===== config.mk =====
export PLATFORM = sky130hd
export DESIGN_NAME = eq_serial_ctrl
export DESIGN_NICKNAME = d
export VERILOG_FILES = /design/src/rtl/eq_pkg.sv /design/src/rtl/eq4.sv /design/src/rtl/eq_serial_ctrl.sv
export SDC_FILE = /design/constraint.sdc
export NUM_CORES = 1
export LEC_CHECK = 0
export CELL_PAD_IN_SITES_DETAIL_PLACEMENT = 1
export CELL_PAD_IN_SITES_GLOBAL_PLACEMENT = 1
export CORE_UTILIZATION = 35
export CTS_BUF_LIST = sky130_fd_sc_hd__clkbuf_8
export DETAILED_ROUTE_END_ITERATION = 8
export PLACE_DENSITY = 0.76
export SETUP_SLACK_MARGIN = 0.05
export SKIP_LAST_GASP = 1
export SYNTH_ARGS = -nofsm -noshare
export SYNTH_HDL_FRONTEND = slang
export SYNTH_SLANG_ARGS = --single-unit

===== constraint.sdc =====
create_clock -name clk -period 4.97 [get_ports clk]
set_input_delay 1.491 -clock clk [delete_from_list [all_inputs] [get_ports clk]]
set_output_delay 1.491 -clock clk [all_outputs]
set_load 0.01 [all_outputs]

===== src/rtl/eq_pkg.sv =====
// rtl/eq_pkg.sv - shared types and constants for the serial nibble comparator
package eq_pkg;
  localparam int NIB_W = 4;

  typedef enum logic [1:0] {
    IDLE = 2'd0,
    CMP  = 2'd1,
    DONE = 2'd2
  } state_t;
endpackage


===== src/rtl/eq4.sv =====
// rtl/eq4.sv - 4-bit equality comparator
module eq4 (
  input  logic [3:0] a,
  input  logic [3:0] b,
  output logic       res
);
  assign res = (a == b);
endmodule


===== src/rtl/eq_serial_ctrl.sv =====
// rtl/eq_serial_ctrl.sv - compares two operands one nibble per cycle, LSB first,
// through a single shared eq4, stopping at the first mismatching nibble.
module eq_serial_ctrl
  import eq_pkg::*;
#(
  parameter int WIDTH = 16
) (
  input  logic                               clk,
  input  logic                               rst,
  input  logic                               start,
  input  logic [WIDTH-1:0]                   a,
  input  logic [WIDTH-1:0]                   b,
  output logic                               busy,
  output logic                               done,
  output logic                               res,
  output logic [$clog2(WIDTH/4+1)-1:0]       cmp_cnt
);
  localparam int NIBBLES = WIDTH / 4;
  localparam int CW      = $clog2(NIBBLES + 1);

  state_t           state, state_n;
  logic [WIDTH-1:0] a_q, a_n, b_q, b_n;
  logic [CW-1:0]    idx, idx_n;
  logic [CW-1:0]    cnt_q, cnt_n;
  logic             res_q, res_n;
  logic [NIB_W-1:0] nib_a, nib_b;
  logic             nib_eq;

  assign nib_a = a_q[NIB_W*int'(idx) +: NIB_W];
  assign nib_b = b_q[NIB_W*int'(idx) +: NIB_W];

  eq4 u_eq4 (
    .a   (nib_a),
    .b   (nib_b),
    .res (nib_eq)
  );

  always_ff @(posedge clk) begin
    if (rst) begin
      state <= IDLE;
      a_q   <= '0;
      b_q   <= '0;
      idx   <= '0;
      cnt_q <= '0;
      res_q <= 1'b0;
    end else begin
      state <= state_n;
      a_q   <= a_n;
      b_q   <= b_n;
      idx   <= idx_n;
      cnt_q <= cnt_n;
      res_q <= res_n;
    end
  end

  always_comb begin
    state_n = state;
    a_n     = a_q;
    b_n     = b_q;
    idx_n   = idx;
    cnt_n   = cnt_q;
    res_n   = res_q;
    unique case (state)
      IDLE: begin
        if (start) begin
          a_n     = a;
          b_n     = b;
          idx_n   = '0;
          cnt_n   = '0;
          state_n = CMP;
        end
      end
      CMP: begin
        cnt_n = cnt_q + CW'(1);
        // a mismatch on any nibble settles the result, so leave early
        if (!nib_eq) begin
          res_n   = 1'b0;
          state_n = DONE;
        end else if (idx == CW'(NIBBLES - 1)) begin
          res_n   = 1'b1;
          state_n = DONE;
        end else begin
          idx_n = idx + CW'(1);
        end
      end
      DONE: state_n = IDLE;
      default: state_n = IDLE;
    endcase
  end

  assign busy    = (state != IDLE);
  assign done    = (state == DONE);
  assign res     = res_q;
  assign cmp_cnt = cnt_q;
endmodule

==> summary.md <==
| Metric | Value |
|---|---|
| Clk sinks | 41 |
| Final setup viols | 0 |
| Final TNS setup | 0 ps |
| Slowest stage delay, CP | 750 ps |
| Fmax | 0.3284 GHz |
| Post-synthesis sequential area ratio | 0.4540 |
| GRT overflow | 0 |
| Port bufs | 40 |
| Placer congestion estimate | 0.7355 |
| Layout cell share with drive strength beyond 1 | 0.09091 |
| Die width | 73.87 um |
| Inserted Diodes | 0 |
| Worst Skew | 8.214 ps |
| Slew headroom | 0.3533 |
| Post-synth top cells | nand2_1 (68), dfxtp_1 (41), a21oi_1 (36) |
| Syn-to-layout area delta | 30.52% |
| Top-count cell post-synth | nand2_1 |
| Via count | 1,481 |
| Pre-antenna DRT Iters | 2 |
| Slowest-stage cell, CP | or3b_2 |
| Period utilisation layout | 0.6127 |
| Root Driver | clkbuf_8 |
| # resized after CTS | 0 |
| Peak VDD IR | 0.1544 mV |
| DRC errors left | 0 |
| Clock Pin Slew Worst Setup and Hold Paths | 80 ps |
| Tot GR Track Use | 0.1585 |
| P per Cell Area | 357.4 mW/mm^2 |
| Initial DRC count | 42 |
| I/O pin count | 41 |
| Largest net degree at the start of global routing | 35 |
| Startpoint type of the worst setup path | input port |
| Routed vias/inst | 4.628 |
| Arrival time at the worst endpoint | 3200 ps |
| Top cell type's share of synthesized area | 0.4540 |
| First-pass GRT wire length | 6506 um |
| Final hold vios | 0 |
| Area leader, netlist | dfxtp_1 |
| Top post-synthesis cells by area | dfxtp_1 (45%), nand2_1 (14%), a21oi_1 (10%), xnor2_1 (7.8%), mux2i_1 (2.2%) |
| Post-synth ARST share | 0 |
| Max-cap violation count | 0 |
| Cells after synthesis | 216 |
| Pre-CTS setup slack | 1627 ps |
| Layout Nets | 290 |
| Mapped Nets | 254 |
| Htree depth | 2 |
| Clk Latency, worst-skew pair | 300 ps |
| Cts bufs inserted | 5 |
| DIE HEIGHT | 73.87 um |
| HP Class | reg2reg |
| Post-Syn Area | 0.001808 sq mm |
| Ys Warns | 0 |
| Synthesis-stage register bit count | 41 |
| Core area | 0.004848 sq mm |
| RSZ-0062 raised after global routing | no |
| Synth cell types | 26 |
| Clock Tree Buf Depth | 2 |
| Final Max Tran Viols | 0 |
| DIE AREA | 0.005457 sq mm |
| TritonCTS clock tree | done |
| Post-CTS setup buffers | 0 |
| Buffers & Inverters on Critical Path | 1 |
| Worst setup margin | 1925 ps |
| Outcome | completed |
| Post-synth EDFFs | 0 |
| Initial antenna violation count | 0 |
| Vias in the first global route | 1,442 |
| Crit Path Max Fanout | 34 |
| Delay-heaviest family, CP | simple AND/OR/NAND/NOR gates |
| CP Cell Sequence | clkdlybuf4s50_1, or3b_2, nand2_1, o21ai_0, a21oi_1, nor2_1 |
| Worst setup EP type | register |
| Drt wl/cell | 11.75 um |
| Leak Pwr | 0.8496 nW |
| Hpwl dp | 2720 um |
| Worst EP required | 5120 ps |
| Syn Area/Cell | 8.370 sq um |
| Final WL | 3759 um |
| CTS Hold Bufs | 0 |
| Final min period | 3045 ps |
| Crit Path Class | in2reg |
| Worst Max-Slew Pin Slew | 967.1 ps |
| Initial Utilization | 0.3729 |
| Detail Route Antenna Nets | 0 |
| Top FF cell, synth | dfxtp_1 |
| Rows | 25 |
[registers in the layout, indices dropped and copies added, names as in the netlist]
register  cells
a_q          16
b_q          16
cmp_cnt       3
idx           3
state         2
res           1
[path summary, 6_finish.rpt]
path	start	endpoint	slack (ps)	cells after the start
worst min-delay path	a_q[10]$_SDFFE_PP0P_	a_q[10]$_SDFFE_PP0P_	470	2
worst max-delay path	start	cmp_cnt[2]$_SDFFE_PP0P_	1920	6
worst max register to register	state[0]$_SDFFE_PP0P_	idx[2]$_SDFFE_PP0P_	3180	4
worst min register to register	a_q[10]$_SDFFE_PP0P_	a_q[10]$_SDFFE_PP0P_	470	2
[logic make-up (layout without fill, tap and decap cells)]
family / count (synthesis) / in the layout / share of synthesized area
flip-flops: 41 / 41 / 0.4540
adder cells (fa/ha/maj): 3 / 3 / 0.02076
XOR/XNOR: 16 / 16 / 0.07751
AO/OA/AOI/OAI: 39 / 39 / 0.1204
AND/OR/NAND/NOR: 94 / 94 / 0.2270
multiplexers: 8 / 8 / 0.05744
buffers and inverters: 15 / 52 / 0.04290
[placed cells by master, fill, tap and decap left out]
cell and n:
nand2_1 68, bufinv_16 1, mux4_2 1, o22ai_1 1, mux2_2 1, nor3_1 4
mux2i_1 4, clkdlybuf4s50_1 40, or3b_2 1, clkbuf_8 6, nand2b_1 2, nand3_1 2
buf_4 2, nand4_1 4, or3_4 1, dfxtp_1 41, nor2_1 6, a21oi_1 36
and2b_2 4, clkinvlp_4 1, ha_1 3, o21ai_0 1, xnor2_1 16, inv_1 2
o221ai_4 1, mux2_4 2, nor2_2 1, or2_2 1
[area by class of cell]
cell class                 instances  area [sq um]
fill                             589          2489
multi-input combinational        160         912.1
sequential                        41         820.8
timing repair buffer              42         415.4
tap                               67         83.83
clock buffer                       6         82.58
clock inverter                     2         37.54
inverter                           2         7.507
[layer usage]
layer	up-vias	GRT usage	part of all wire
met1	667	0.1987	0.47
li1	776	-	-
met5	-	0	0
met3	7	0.04115	0.036
met4	0	0.05769	0.015
met2	31	0.2610	0.48
[worst register-to-register path, delay by kind of cell (launching register included)]
| kind | cells | cell delay (ps) |
|---|---|---|
| DFF | 1 | 410 |
| AOI/OAI and AO/OA | 1 | 280 |
| and+or+nand+nor | 2 | 670 |
| muxes | 1 | 330 |
[power breakdown]
group | switching, mW | leakage (nW) | internal (mW) | total [mW]
registers | 0.0213 | 0.336 | 0.356 | 0.378
logic | 0.0928 | 0.456 | 0.0943 | 0.187
clock network | 0.115 | 0.0574 | 0.163 | 0.279
[stage by stage]
stage | util | cell area, sq um | cells | total power, mW | hold slack, ps
3_5_place_dp | 0.4619 | 2240 | 312 | 0.5753 | 462.5
5_1_grt | 0.4867 | 2360 | 320 | 0.8926 | 492.9
4_1_cts | 0.4867 | 2360 | 320 | 0.8566 | 473.8
2_1_floorplan | - | 1808 | 216 | 0.5132 | 448.8
6_report | 0.4867 | 2360 | 320 | 0.8434 | 470.5
3_3_place_gp | 0.4619 | 2240 | 312 | 0.5700 | 455.4
Power figures use the tool's default switching activity.
